File: config.mk
export PLATFORM = sky130hd
export DESIGN_NAME = itu_channel_flat
export DESIGN_NICKNAME = d
export VERILOG_FILES = /design/src/rtl/itu_channel_if.sv /design/src/rtl/itu_channel.sv /design/src/flat_wrapper.sv
export SDC_FILE = /design/constraint.sdc
export NUM_CORES = 1
export LEC_CHECK = 0
export BUFFER_PORTS_ARGS = -buffer_cell sky130_fd_sc_hd__buf_2
export CORE_UTILIZATION = 30
export CTS_BUF_LIST = sky130_fd_sc_hd__clkbuf_4
export DETAILED_ROUTE_END_ITERATION = 10
export GPL_ROUTABILITY_DRIVEN = 0
export PLACE_DENSITY = 0.53
export SLEW_MARGIN = 0
export SYNTH_ARGS = -nofsm -noshare
export SYNTH_HDL_FRONTEND = slang
export SYNTH_SLANG_ARGS = --single-unit
File: constraint.sdc
create_clock -name CLK -period 2.4 [get_ports CLK]
set_clock_uncertainty 0.1 [all_clocks]
set_input_delay 0.12 -clock CLK [delete_from_list [all_inputs] [get_ports CLK]]
set_output_delay 0.12 -clock CLK [all_outputs]
set_load 0.01 [all_outputs]
File: src/rtl/itu_channel_if.sv
// Internal peripheral bus as seen by one ITU channel: byte-addressed,
// big-endian lanes, registered read data.
interface itu_channel_if;
  logic [27:0] A;
  logic [31:0] DI;
  logic [31:0] DO;
  logic [3:0]  BA;
  logic        WE;
  logic        REQ;
  logic        BUSY;
  logic        ACT;

  modport master (output A, DI, BA, WE, REQ, input DO, BUSY, ACT);
  modport slave  (input A, DI, BA, WE, REQ, output DO, BUSY, ACT);
endinterface

File: src/rtl/itu_channel.sv
// One SH7034 ITU timer channel: prescaled 16-bit up-counter, GRA/GRB compare,
// overflow, read-then-write-0 flag clearing and level interrupt requests.
module itu_channel #(
  parameter logic [27:0] BASE = 28'h5FFFF04
) (
  input  logic          CLK,
  input  logic          RST_N,
  input  logic          CE_R,
  input  logic          CE_F,
  input  logic          RES_N,
  input  logic          STR,
  itu_channel_if.slave  bus,
  output logic          IMIA_IRQ,
  output logic          IMIB_IRQ,
  output logic          OVI_IRQ
);

  logic [6:0]  tcr;
  logic [5:0]  tior;
  logic [2:0]  tier;
  logic [2:0]  flags;
  logic [2:0]  arm;
  logic [15:0] tcnt;
  logic [15:0] gra;
  logic [15:0] grb;
  logic [2:0]  ps;
  logic [31:0] do_q;

  logic [6:0]  tcr_nxt;
  logic [5:0]  tior_nxt;
  logic [2:0]  tier_nxt;
  logic [2:0]  flags_nxt;
  logic [2:0]  arm_nxt;
  logic [15:0] tcnt_nxt;
  logic [15:0] gra_nxt;
  logic [15:0] grb_nxt;
  logic [2:0]  ps_nxt;
  logic [31:0] do_nxt;
  logic [31:0] rdata;

  logic [25:0] woff;
  logic [1:0]  wsel;
  logic        hit;
  logic        wr_en;
  logic        rd_en;
  logic        wr_tsr;
  logic        rd_tsr;
  logic        tick;
  logic        match_a;
  logic        match_b;
  logic        at_max;
  logic        cclr_hit;
  logic [2:0]  flag_set;
  logic [2:0]  flag_clr;
  logic        unused_addr;

  // TPSC 0..3 divide by 1/2/4/8 off the free prescaler; 4..7 select the
  // external clock pins, which this channel does not have.
  function automatic logic div_ok(input logic [2:0] tpsc, input logic [2:0] cnt);
    case (tpsc)
      3'd0:    return 1'b1;
      3'd1:    return ~cnt[0];
      3'd2:    return cnt[1:0] == 2'b00;
      3'd3:    return cnt == 3'd0;
      default: return 1'b0;
    endcase
  endfunction

  assign woff   = bus.A[27:2] - BASE[27:2];
  assign wsel   = woff[1:0];
  assign hit    = woff < 26'd3;
  assign wr_en  = CE_R & bus.REQ & bus.WE & hit;
  assign rd_en  = CE_F & bus.REQ & ~bus.WE & hit;
  assign wr_tsr = wr_en & (wsel == 2'd0) & bus.BA[0];
  assign rd_tsr = rd_en & (wsel == 2'd0) & bus.BA[0];

  assign bus.ACT  = hit;
  assign bus.BUSY = 1'b0;
  assign bus.DO   = do_q;
  assign unused_addr = ^bus.A[1:0];

  assign IMIA_IRQ = flags[0] & tier[0];
  assign IMIB_IRQ = flags[1] & tier[1];
  assign OVI_IRQ  = flags[2] & tier[2];

  // Compare against pre-edge register values so same-cycle CPU writes
  // to TCNT/GRA/GRB never influence this tick's match.
  assign tick     = CE_R & STR & div_ok(tcr[2:0], ps);
  assign match_a  = tcnt == gra;
  assign match_b  = tcnt == grb;
  assign at_max   = &tcnt;
  assign cclr_hit = ((tcr[6:5] == 2'b01) & match_a) | ((tcr[6:5] == 2'b10) & match_b);
  assign flag_set = {tick & at_max, tick & match_b, tick & match_a};
  assign flag_clr = wr_tsr ? (arm & ~bus.DI[2:0]) : 3'b000;

  always_comb begin
    rdata = 32'h0;
    case (wsel)
      2'd0:    rdata = {1'b1, tcr, 1'b1, tior[5:3], 1'b1, tior[2:0],
                        5'h1F, tier, 5'h1F, flags};
      2'd1:    rdata = {tcnt, gra};
      2'd2:    rdata = {grb, 16'h0};
      default: rdata = 32'h0;
    endcase
  end

  always_comb begin
    tcr_nxt   = tcr;
    tior_nxt  = tior;
    tier_nxt  = tier;
    gra_nxt   = gra;
    grb_nxt   = grb;
    tcnt_nxt  = tcnt;
    ps_nxt    = ps;
    do_nxt    = do_q;
    // A set in the same cycle as an armed write-0 clear must survive.
    flags_nxt = (flags & ~flag_clr) | flag_set;
    arm_nxt   = wr_tsr ? 3'b000 : arm;

    if (rd_tsr) arm_nxt = arm_nxt | flags;
    if (rd_en)  do_nxt  = rdata;
    if (CE_R && STR) ps_nxt = ps + 3'd1;

    if (tick) begin
      if (at_max || cclr_hit) tcnt_nxt = 16'h0;
      else                    tcnt_nxt = tcnt + 16'd1;
    end

    if (wr_en) begin
      case (wsel)
        2'd0: begin
          if (bus.BA[3]) tcr_nxt  = bus.DI[30:24];
          if (bus.BA[2]) tior_nxt = {bus.DI[22:20], bus.DI[18:16]};
          if (bus.BA[1]) tier_nxt = bus.DI[10:8];
        end
        2'd1: begin
          // Any CPU write to TCNT replaces the tick update entirely.
          if (bus.BA[3] || bus.BA[2]) tcnt_nxt = tcnt;
          if (bus.BA[3]) tcnt_nxt[15:8] = bus.DI[31:24];
          if (bus.BA[2]) tcnt_nxt[7:0]  = bus.DI[23:16];
          if (bus.BA[1]) gra_nxt[15:8]  = bus.DI[15:8];
          if (bus.BA[0]) gra_nxt[7:0]   = bus.DI[7:0];
        end
        2'd2: begin
          if (bus.BA[3]) grb_nxt[15:8] = bus.DI[31:24];
          if (bus.BA[2]) grb_nxt[7:0]  = bus.DI[23:16];
        end
        default: ;
      endcase
    end
  end

  always_ff @(posedge CLK or negedge RST_N) begin
    if (!RST_N) begin
      tcr   <= 7'h00;
      tior  <= 6'h00;
      tier  <= 3'h0;
      flags <= 3'h0;
      arm   <= 3'h0;
      tcnt  <= 16'h0;
      gra   <= 16'hFFFF;
      grb   <= 16'hFFFF;
      ps    <= 3'h0;
      do_q  <= 32'h0;
    end else if (CE_R && !RES_N) begin
      tcr   <= 7'h00;
      tior  <= 6'h00;
      tier  <= 3'h0;
      flags <= 3'h0;
      arm   <= 3'h0;
      tcnt  <= 16'h0;
      gra   <= 16'hFFFF;
      grb   <= 16'hFFFF;
      ps    <= 3'h0;
      do_q  <= 32'h0;
    end else begin
      tcr   <= tcr_nxt;
      tior  <= tior_nxt;
      tier  <= tier_nxt;
      flags <= flags_nxt;
      arm   <= arm_nxt;
      tcnt  <= tcnt_nxt;
      gra   <= gra_nxt;
      grb   <= grb_nxt;
      ps    <= ps_nxt;
      do_q  <= do_nxt;
    end
  end

endmodule

File: src/flat_wrapper.sv
// flat-port wrapper written by rule: the top's interface ports become plain ports
module itu_channel_flat 
#(
  parameter logic [27:0] BASE = 28'h5FFFF04
)
  (CLK, RST_N, CE_R, CE_F, RES_N, STR, IMIA_IRQ, IMIB_IRQ, OVI_IRQ, bus_A, bus_DI, bus_BA, bus_WE, bus_REQ, bus_DO, bus_BUSY, bus_ACT);
  itu_channel_if bus_i ();
  input  logic CLK;
  input  logic RST_N;
  input  logic CE_R;
  input  logic CE_F;
  input  logic RES_N;
  input  logic STR;
  output logic IMIA_IRQ;
  output logic IMIB_IRQ;
  output logic OVI_IRQ;
  input wire logic [$bits(bus_i.A)-1:0] bus_A;
  input wire logic [$bits(bus_i.DI)-1:0] bus_DI;
  input wire logic [$bits(bus_i.BA)-1:0] bus_BA;
  input wire logic [$bits(bus_i.WE)-1:0] bus_WE;
  input wire logic [$bits(bus_i.REQ)-1:0] bus_REQ;
  output wire logic [$bits(bus_i.DO)-1:0] bus_DO;
  output wire logic [$bits(bus_i.BUSY)-1:0] bus_BUSY;
  output wire logic [$bits(bus_i.ACT)-1:0] bus_ACT;
  assign bus_i.A = bus_A;
  assign bus_i.DI = bus_DI;
  assign bus_i.BA = bus_BA;
  assign bus_i.WE = bus_WE;
  assign bus_i.REQ = bus_REQ;
  assign bus_DO = bus_i.DO;
  assign bus_BUSY = bus_i.BUSY;
  assign bus_ACT = bus_i.ACT;
  itu_channel #(.BASE(BASE)) u_core (.CLK(CLK), .RST_N(RST_N), .CE_R(CE_R), .CE_F(CE_F), .RES_N(RES_N), .STR(STR), .bus(bus_i), .IMIA_IRQ(IMIA_IRQ), .IMIB_IRQ(IMIB_IRQ), .OVI_IRQ(OVI_IRQ));
endmodule
==> impl_metrics.tcl, run 1 <==
set metrics [dict create \
    worstMarginPinSlew_ns 0.520 \
    clock_sinks 105 \
    reg2reg_setup_slack_ns -0.04 \
    io_pins 109 \
    max_freq_ghz 0.410 \
    synth-edff-count 0 \
    area_growth_pct 38.1 \
    avgViaCountPerCell 5.14 \
    yosysTopAreaCell "dfrtp_1" \
    post-synth-top-count-cell "dfrtp_1" \
    placed_cell_area_mm2 0.00812 \
    syn_area_per_cell_um2 9.10 \
    synth_top_family_by_area "simple AND/OR/NAND/NOR gates" \
    worstSetupPathType "register to register" \
    synth-compound-area-share 0.169 \
    yosysTopAreaCellShare 0.284 \
    vias 6183 \
    start_util 0.306 \
    setup_viol_count_final 3 \
    fin_crit_sh 1.02 \
    cts_tree "built" \
    rows 53 \
    endpoint_kind "register" \
    synth_seq_cells 105 \
    ir_worst_vdd_mv 0.191 \
    grt_overflow 0 \
    tns_ns -0.0574 \
    use_met3 0.0334 \
    required_ns 2.72 \
    startpoint_type "register" \
    die_w_um 149 \
    routed_wl_um 21200 \
    critPathTopFamily "compound AO/OA/AOI/OAI gates" \
    status "complete, but fails checks" \
    antenna_found_initial 1 \
    synthArstFlopShare 1.00 \
    maxSlewHeadroom 0.653 \
    insertion_delay_ns 0.49 \
    port_buffers 105 \
    drc 0 \
    synthMuxAreaShare 0.0911 \
    crit_fanout 6 \
    grt_pass1_vias 5862 \
    met1_usage 0.275 \
    synth_cells 708 \
    synthAdderAreaFrac 0.00583 \
    h-tree-depth 3 \
    grt_max_degree 65 \
    grt_use_met2 0.293 \
    drive_above_1_share 0.373 \
    cts_buffers 9 \
    synth_common_cells "dfrtp_1, nand2_1, nor2_1" \
    path_clk_slew_ns 0.15 \
    clockBufferDepth 2 \
    cts_root_buffer "clkbuf_4" \
    cp_slowest_cell "a2111o_1" \
    synth_fp_nets 783 \
    synth-xor-area-share 0.0544 \
    dieArea_mm2 0.0221 \
    core_mm2 0.0210 \
    maxCapViolations 0 \
    design_area_mm2 0.00890 \
    finalHoldViolCount 0 \
    netlist_area_mm2 0.00644 \
    die_y_um 149 \
    drtAntennaViolNets 0 \
    wl_per_cell_um 17.6 \
    arrival_ns 2.75 \
    gr-usage-all-layers 0.192 \
    hp-class "input port to async pin" \
    p_leak_nw 3.89 \
    yosys.area_share.simple 0.221 \
    p_per_area_mw_per_mm2 372 \
    layout_min_cycle_time_ns 2.44 \
    setup_slack_ns -0.0369 \
    yosys_most_used_dff "dfrtp_1" \
    slowest_delay_ns 0.48 \
    rsz0062_at_grt "yes" \
    synth-seq-area-share 0.414 \
    grt.busiest_layer "met2" \
    yosys_warnings 0 \
    cp.buffers_inverters 1 \
    drt_pass1_iterations 5 \
    grt_pass1_wl_um 32700 \
    finalNetCount 997 \
    synth.distinct_cells 65 \
    crit_chain "inv_2 -> ha_4 -> a21bo_4 -> a2111o_1 -> nor3_2 -> nand4_1 -> or4_1 -> a31oi_1" \
    report.final.slew_viol_count 0 \
    drt_iter0_markers 434 \
    ys_top_cells_by_area "dfrtp_1, dfstp_2, mux2i_1" \
    dp_hpwl_um 15100 \
    violations "setup timing" \
]
==> layer usage <==
layer	part of all wire	routed length, um
met1	0.48	10200
met2	0.45	9540
met3	0.050	1060
met4	0.017	371
met5	0	0
==> cell type report <==
type                    instances  area [um^2]
inverters                      11         41.3
multi-input cells             534         3730
fillers                      2097        12100
well taps                     275          344
diodes                          1         2.50
flip-flops and latches        105         2670
clock inverters                 5         55.1
clock buffers                  11         82.6
repair buffers                261         1970
==> flip-flops by register name (all words and copies together) (netlist names) <==
| signal | count |
|---|---|
| u_core.bus.DO | 32 |
| u_core.gra | 16 |
| u_core.grb | 16 |
| u_core.tcnt | 16 |
| u_core.tcr | 7 |
| u_core.tior | 6 |
| u_core.arm | 3 |
| u_core.flags | 3 |
| u_core.ps | 3 |
| u_core.tier | 3 |
==> where the power goes <==
group / switching, W / internal (W) / total [W]
clock: 0.000614 / 0.000341 / 0.000954
sequential: 0.0000190 / 0.00179 / 0.00181
combinational: 0.000298 / 0.000249 / 0.000546
==> metrics by stage <==
stage / hold slack, ns / util / worst slack (ns) / std cells / power, W
final: 0.0200 / 0.423 / -0.0369 / 1203 / 0.00331
after global routing: 0.0392 / 0.423 / -0.148 / 1203 / 0.00346
after CTS: 0.0224 / 0.413 / -0.0526 / 1195 / 0.00332
after detailed placement: 0.0358 / 0.386 / -0.483 / 1141 / 0.00232
after global placement: 0.0328 / 0.386 / -0.424 / 1141 / 0.00232
after floorplan: -0.276 / - / -0.256 / 708 / 0.00204
==> worst register-to-register path: stages (launching register included) <==
cell	delay (ns)
dfrtp_1	0.41
inv_2	0.08
ha_4	0.12
a21bo_4	0.21
a2111o_1	0.48
nor3_2	0.20
nand4_1	0.13
or4_1	0.48
a31oi_1	0.15
==> worst paths after layout <==
path	from	end	cells after the start
worst max-delay path	u_core.ps[0]	u_core.tcnt[9]	8
worst min register to register	u_core.gra[4]	u_core.gra[4]	2
worst max register to register	u_core.ps[0]	u_core.tcnt[9]	8
min in group CLK	bus_BA[3]	u_core.tcnt[13]	3
max in group asynchronous	RST_N	u_core.gra[8]	3
worst min-delay path	RST_N	u_core.tior[3]	2
==> cell families (layout without fill, tap and decap cells) <==
logic type	Yosys count	in the layout
buffers and inverters	69	288
adder cells (fa/ha/maj)	3	3
multiplexers	57	57
AO/OA/AOI/OAI	155	155
AND/OR/NAND/NOR	278	278
XOR/XNOR	40	40
other	1	2
flip-flops	105	105
==> placed cells by master (no fill, tap or decap), drive strengths merged, types with 2 or more instances in the layout <==
cell / netlist / layout
nor3: 14 / 14
xnor2: 35 / 35
nand3: 50 / 50
a211oi: 31 / 31
nand2b: 7 / 7
a2111oi: 2 / 2
mux2i: 44 / 44
mux2: 13 / 13
xor2: 5 / 5
nand2: 72 / 72
ha: 3 / 3
and3: 7 / 7
nor4b: 2 / 2
nor2b: 9 / 9
clkinv: 0 / 2
nor2: 66 / 66
dlygate4sd3: 0 / 38
nor4: 8 / 8
a21oi: 33 / 33
clkbuf: 46 / 13
a311oi: 2 / 2
dfstp: 32 / 32
a21o: 3 / 3
nand4: 21 / 21
or4: 6 / 6
o211ai: 6 / 6
a32oi: 5 / 5
o21bai: 2 / 2
buf: 12 / 221
inv: 11 / 12
dfrtp: 73 / 73
or3: 4 / 4
o21ai: 21 / 21
o31ai: 2 / 2
a211o: 2 / 2
and2: 3 / 3
and4: 3 / 3
a22oi: 20 / 20
a31oi: 12 / 12
==> timing repair <==
action	in CTS	in global routing
gates resized for setup	14	29
buffers inserted	0	5
hold endpoints to repair	154	0
hold buffers	38	0
pin swaps	5	11
endpoints found under the setup margin	13	72
cloned	0	2
(Power assumes the default switching activity.)
==> run 2, diff against run 1 <==
CELL_PAD_IN_SITES_DETAIL_PLACEMENT = 2   (was default)
CELL_PAD_IN_SITES_GLOBAL_PLACEMENT = 2   (was default)
PLACE_DENSITY = 0.77   (was 0.53)
==> impl_metrics.tcl, run 2 (synthesized netlist as in run 1, its figures left out) <==
set metrics [dict create \
    status "complete, but fails checks" \
    violations "setup timing" \
    cp_slowest_cell "or4_4" \
    core_mm2 0.0210 \
    hp-class "input port to async pin" \
    dp_hpwl_um 19200 \
    clock_sinks 105 \
    final-seq-area_mm2 0.00267 \
    worstSetupPathType "register to register" \
    tns_ns -6.63 \
    startpoint_type "register" \
    ir_worst_vdd_mv 0.305 \
    finalHoldViolCount 0 \
    arrival_ns 3.19 \
    final_cell_mix "buf_4, buf_2, dfrtp_1, nand2_1, nor2_1" \
    drc 0 \
    avgViaCountPerCell 6.08 \
    multi_input_area_mm2 0.00425 \
    largest_register_ffs 32 \
    cts_tree "built" \
    start_util 0.306 \
    grt_overflow 0 \
    clockBufferDepth 2 \
    wl_per_cell_um 31.4 \
    cp.buffers_inverters 1 \
    post-route-util 0.477 \
    maxCapViolations 0 \
    vias 7612 \
    io_pins 109 \
    grt_max_degree 44 \
    rows 53 \
    dieArea_mm2 0.0221 \
    gr-usage-all-layers 0.290 \
    grt_pass1_wl_um 47800 \
    rsz0062_at_grt "yes" \
    drt_pass1_iterations 5 \
    antenna_found_initial 2 \
    drive_above_1_share 0.476 \
    path_clk_slew_ns 0.21 \
    drtAntennaViolNets 0 \
    maxSlewHeadroom 0.602 \
    crit_fanout 4 \
    routed_wl_um 39200 \
    h-tree-depth 3 \
    insertion_delay_ns 0.56 \
    die_w_um 149 \
    endpoint_kind "register" \
    finalNetCount 1044 \
    layout_min_cycle_time_ns 2.83 \
    slowest_delay_ns 0.55 \
    placed_cell_area_mm2 0.00818 \
    drt_iter0_markers 641 \
    crit_chain "inv_2 -> ha_4 -> a21bo_4 -> a2111o_1 -> nor3_2 -> nand4_1 -> or4_4 -> a31oi_1" \
    final_common_cell "buf_4" \
    setup_slack_ns -0.431 \
    setup_viol_count_final 61 \
    max_freq_ghz 0.353 \
    area_growth_pct 55.7 \
    grt_pass1_vias 7833 \
    cts_root_buffer "clkbuf_4" \
    dp_worst_setup_slack_ns -0.608 \
    die_y_um 149 \
    critPathTopFamily "simple AND/OR/NAND/NOR gates" \
    design_area_mm2 0.0100 \
    p_leak_nw 4.39 \
    report.final.slew_viol_count 0 \
    port_buffers 105 \
    fill_cells 2171 \
    cts_buffers 9 \
    fin_crit_sh 1.18 \
    required_ns 2.76 \
    timing.hold.ws_ns 0.0967 \
    worstMarginPinSlew_ns 0.597 \
    p_per_area_mw_per_mm2 368 \
]
==> run 2: cell types whose count changed in the layout (fill, tap and decap cells not counted), sizes merged <==
cell	delta
dlygate4sd3	+2
diode	+1
clkbuf	+3
inv	-1
bufinv	+1
clkinv	+1
buf	+41
==> run 2: repair_timing <==
action | CTS | global route
cloned | 2 | 9
pin swaps | 19 | 57
hold buffers | 41 | 0
setup buffers | 11 | 19
gates resized for setup | 41 | 142
endpoints found under the setup margin | 21 | 99
hold endpoints to repair | 154 | 0
==> run 2: worst paths after layout <==
path                       cells past startpoint              to  slack, ns           start
setup reg to reg                               8  u_core.tcnt[9]      -0.43    u_core.ps[0]
hold / removal                                 2   u_core.gra[8]        0.1           RST_N
setup / recovery                               8  u_core.tcnt[9]      -0.43    u_core.ps[0]
hold reg to reg                                2  u_core.tior[4]       0.44  u_core.tior[4]
min in group CLK                               3  u_core.tcnt[8]       0.15       bus_BA[3]
max in group asynchronous                      3   u_core.grb[5]       1.68           RST_N
==> run 2: metrics by stage <==
step / cells / power, W
floorplan: 708 / 0.00204
global placement: 1153 / 0.00232
detailed placement: 1153 / 0.00234
CTS: 1222 / 0.00350
global route: 1250 / 0.00377
finish: 1251 / 0.00369
==> run 2: final cells by class <==
type                    count  area share
multi-input cells         534       0.423
flip-flops and latches    105       0.266
repair buffers            308       0.255
well taps                 275      0.0343
clock inverters             6     0.00836
clock buffers              10     0.00748
inverters                  11     0.00412
diodes                      2    0.000499
==> run 2: metal layers <==
layer | routed length, um | GRT usage | share of wire
met4 | 2610 | 0.145 | 0.067
met3 | 2180 | 0.0451 | 0.056
met2 | 19400 | 0.498 | 0.49
met5 | 0 | 0 | 0
met1 | 15000 | 0.350 | 0.38
==> run 2: power breakdown <==
group	internal (W)	total, W	switching, W
clock	0.000428	0.00114	0.000713
sequential	0.00179	0.00181	0.0000239
combinational	0.000310	0.000739	0.000429
total	0.00253	0.00369	0.00117
==> run 3, diff against run 2 <==
ABC_AREA = 1   (was default)
CORE_UTILIZATION = 29   (was 30)
PLACE_DENSITY = 0.81   (was 0.77)
==> impl_metrics.tcl, run 3 <==
set metrics [dict create \
    slowest_delay_ns 0.49 \
    rows 57 \
    required_ns 2.71 \
    timing.hold.ws_ns 0.0322 \
    synth-xor-area-share 0.0424 \
    status "finished clean" \
    drtAntennaViolNets 0 \
    routed_wl_um 32300 \
    path_common_cell "nand2_1" \
    dieArea_mm2 0.0256 \
    synth_cells 1072 \
    drt_pass1_iterations 5 \
    final_common_cell "nand2_1" \
    synth.distinct_cells 44 \
    hp-class "input port to register" \
    setup_viol_count_final 0 \
    grt_pass1_vias 9088 \
    synth-compound-area-share 0.0900 \
    endpoint_kind "register" \
    start_util 0.296 \
    synth_seq_cells 105 \
    drt_iter0_markers 357 \
    synthArstFlopShare 1.00 \
    p_leak_nw 4.53 \
    p_per_area_mw_per_mm2 514 \
    dp_hpwl_um 23100 \
    h-tree-depth 3 \
    yosys_warnings 0 \
    ir_worst_vdd_mv 0.225 \
    port_buffers 105 \
    yosysTopAreaCell "dfrtp_1" \
    report.final.slew_viol_count 0 \
    layout_min_cycle_time_ns 2.33 \
    dp_worst_setup_slack_ns -0.119 \
    insertion_delay_ns 0.51 \
    die_y_um 160 \
    clock_sinks 105 \
    synthAdderAreaFrac 0.00519 \
    area_growth_pct 26.4 \
    synth_common_cells "nand2_1, nor2_1, inv_1" \
    finalHoldViolCount 0 \
    wl_per_cell_um 20.4 \
    core_mm2 0.0244 \
    gr-usage-all-layers 0.253 \
    reg2reg_setup_slack_ns 0.07 \
    synthMuxAreaShare 0 \
    yosysTopAreaCellShare 0.253 \
    vias 8209 \
    hold_depth 5 \
    crit_chain "buf_4 -> xnor2_1 -> nand4_1 -> nor2_1 -> and2_1 -> nand3_1 -> nand3_1 -> o21ai_0 -> nand2_1 -> nand2_1 -> nand2_1 -> nand2_1" \
    largest_register_ffs 32 \
    yosys.area_share.simple 0.409 \
    cts_buffers 9 \
    worstSetupPathType "register to register" \
    synth_fp_nets 1147 \
    worstMarginPinSlew_ns 0.758 \
    synth_top_family_by_area "simple AND/OR/NAND/NOR gates" \
    yosys_most_used_dff "dfrtp_1" \
    cts_tree "built" \
    fin_crit_sh 0.971 \
    cts_root_buffer "clkbuf_4" \
    hold_start "bus_BA[1]" \
    synth-edff-count 0 \
    setup_slack_ns 0.0694 \
    reg2reg_depth 12 \
    syn_area_per_cell_um2 6.74 \
    min_to "u_core.tier[2]" \
    reg2reg_to "u_core.tcnt[1]" \
    path_clk_slew_ns 0.18 \
    finalNetCount 1326 \
    avgViaCountPerCell 5.19 \
    post-synth-top-count-cell "nand2_1" \
    max_freq_ghz 0.429 \
    clockBufferDepth 2 \
    crit_fanout 5 \
    arrival_ns 2.64 \
    maxCapViolations 0 \
    fill_cells 2945 \
    rr_startpoint "u_core.tcnt[10]" \
    netlist_area_mm2 0.00723 \
    drc 0 \
    cp_slowest_cell "dfrtp_2" \
    antenna_found_initial 1 \
    total_power_w 0.00469 \
    io_pins 109 \
    synth-seq-area-share 0.369 \
    drive_above_1_share 0.229 \
    ys_top_cells_by_area "dfrtp_1, nand2_1, dfstp_2" \
    grt_pass1_wl_um 50600 \
    final_cell_mix "nand2_1, nor2_1, buf_2, inv_1, dfrtp_1" \
    startpoint_type "register" \
    grt_max_degree 52 \
    tns_ns 0 \
    maxSlewHeadroom 0.494 \
    grt_overflow 0 \
    die_w_um 160 \
]
run 3: per-stage QoR:
stage	cell area, um^2	std cells	utilization
after floorplan	7230	1072	-
after global placement	8480	1522	0.348
after detailed placement	8480	1522	0.348
after CTS	9040	1578	0.371
after global routing	9140	1581	0.375
final	9140	1581	0.375
run 3: how the worst max path moves through the flow:
stage / cells after the start / to / startpoint
floorplan: 15 / u_core.tcnt[14] / u_core.ps[0]
global placement: 16 / u_core.tcnt[3] / bus_A[7]
detailed placement: 13 / u_core.arm[0] / bus_A[8]
CTS: 12 / u_core.tcnt[14] / u_core.tcnt[6]
global route: 14 / u_core.tcnt[1] / u_core.ps[0]
finish: 12 / u_core.tcnt[1] / u_core.tcnt[10]
run 3: final cells by class:
cell class / count / area (um^2) / area share
antenna: 1 / 2.50 / 0.000274
clock buffer: 11 / 82.6 / 0.00904
clock inverter: 5 / 80.1 / 0.00877
inverter: 102 / 385 / 0.0422
multi-input combinational: 822 / 4030 / 0.441
sequential: 105 / 2680 / 0.293
tap: 324 / 405 / 0.0444
timing repair buffer: 211 / 1470 / 0.161
run 3: critical path: cells and delay by family (launching register included):
kind | cells | cell delay, ns
AND/OR/NAND/NOR | 9 | 1.13
flip-flops | 1 | 0.49
XOR/XNOR | 1 | 0.21
buffers and inverters | 1 | 0.16
AO/OA/AOI/OAI | 1 | 0.13
run 3: power by group:
part	internal, W	switching, W
combinational	0.000489	0.000755
sequential	0.00209	0.000254
clock	0.000447	0.000658
run 3: kinds of logic after synthesis:
kind of cell | after synthesis
flip-flops | 105
AND/OR/NAND/NOR | 670
other | 1
AO/OA/AOI/OAI | 113
buffers and inverters | 145
adder cells (fa/ha/maj) | 3
XOR/XNOR | 35
run 3: per-layer routing:
metal | GRT usage | up-vias | share of wire
li1 | - | 3814 | -
met2 | 0.465 | 199 | 0.52
met4 | 0.0961 | 0 | 0.032
met3 | 0.0299 | 67 | 0.031
met1 | 0.301 | 4129 | 0.42
met5 | 0 | - | 0
run 3: what timing repair did:
action / CTS / global route
pin swaps: 0 / 4
hold buffers: 40 / 0
resized for setup: 1 / 26
endpoints found under the hold margin: 119 / 0
endpoints found under the setup margin: 1 / 17
buffers inserted: 0 / 2
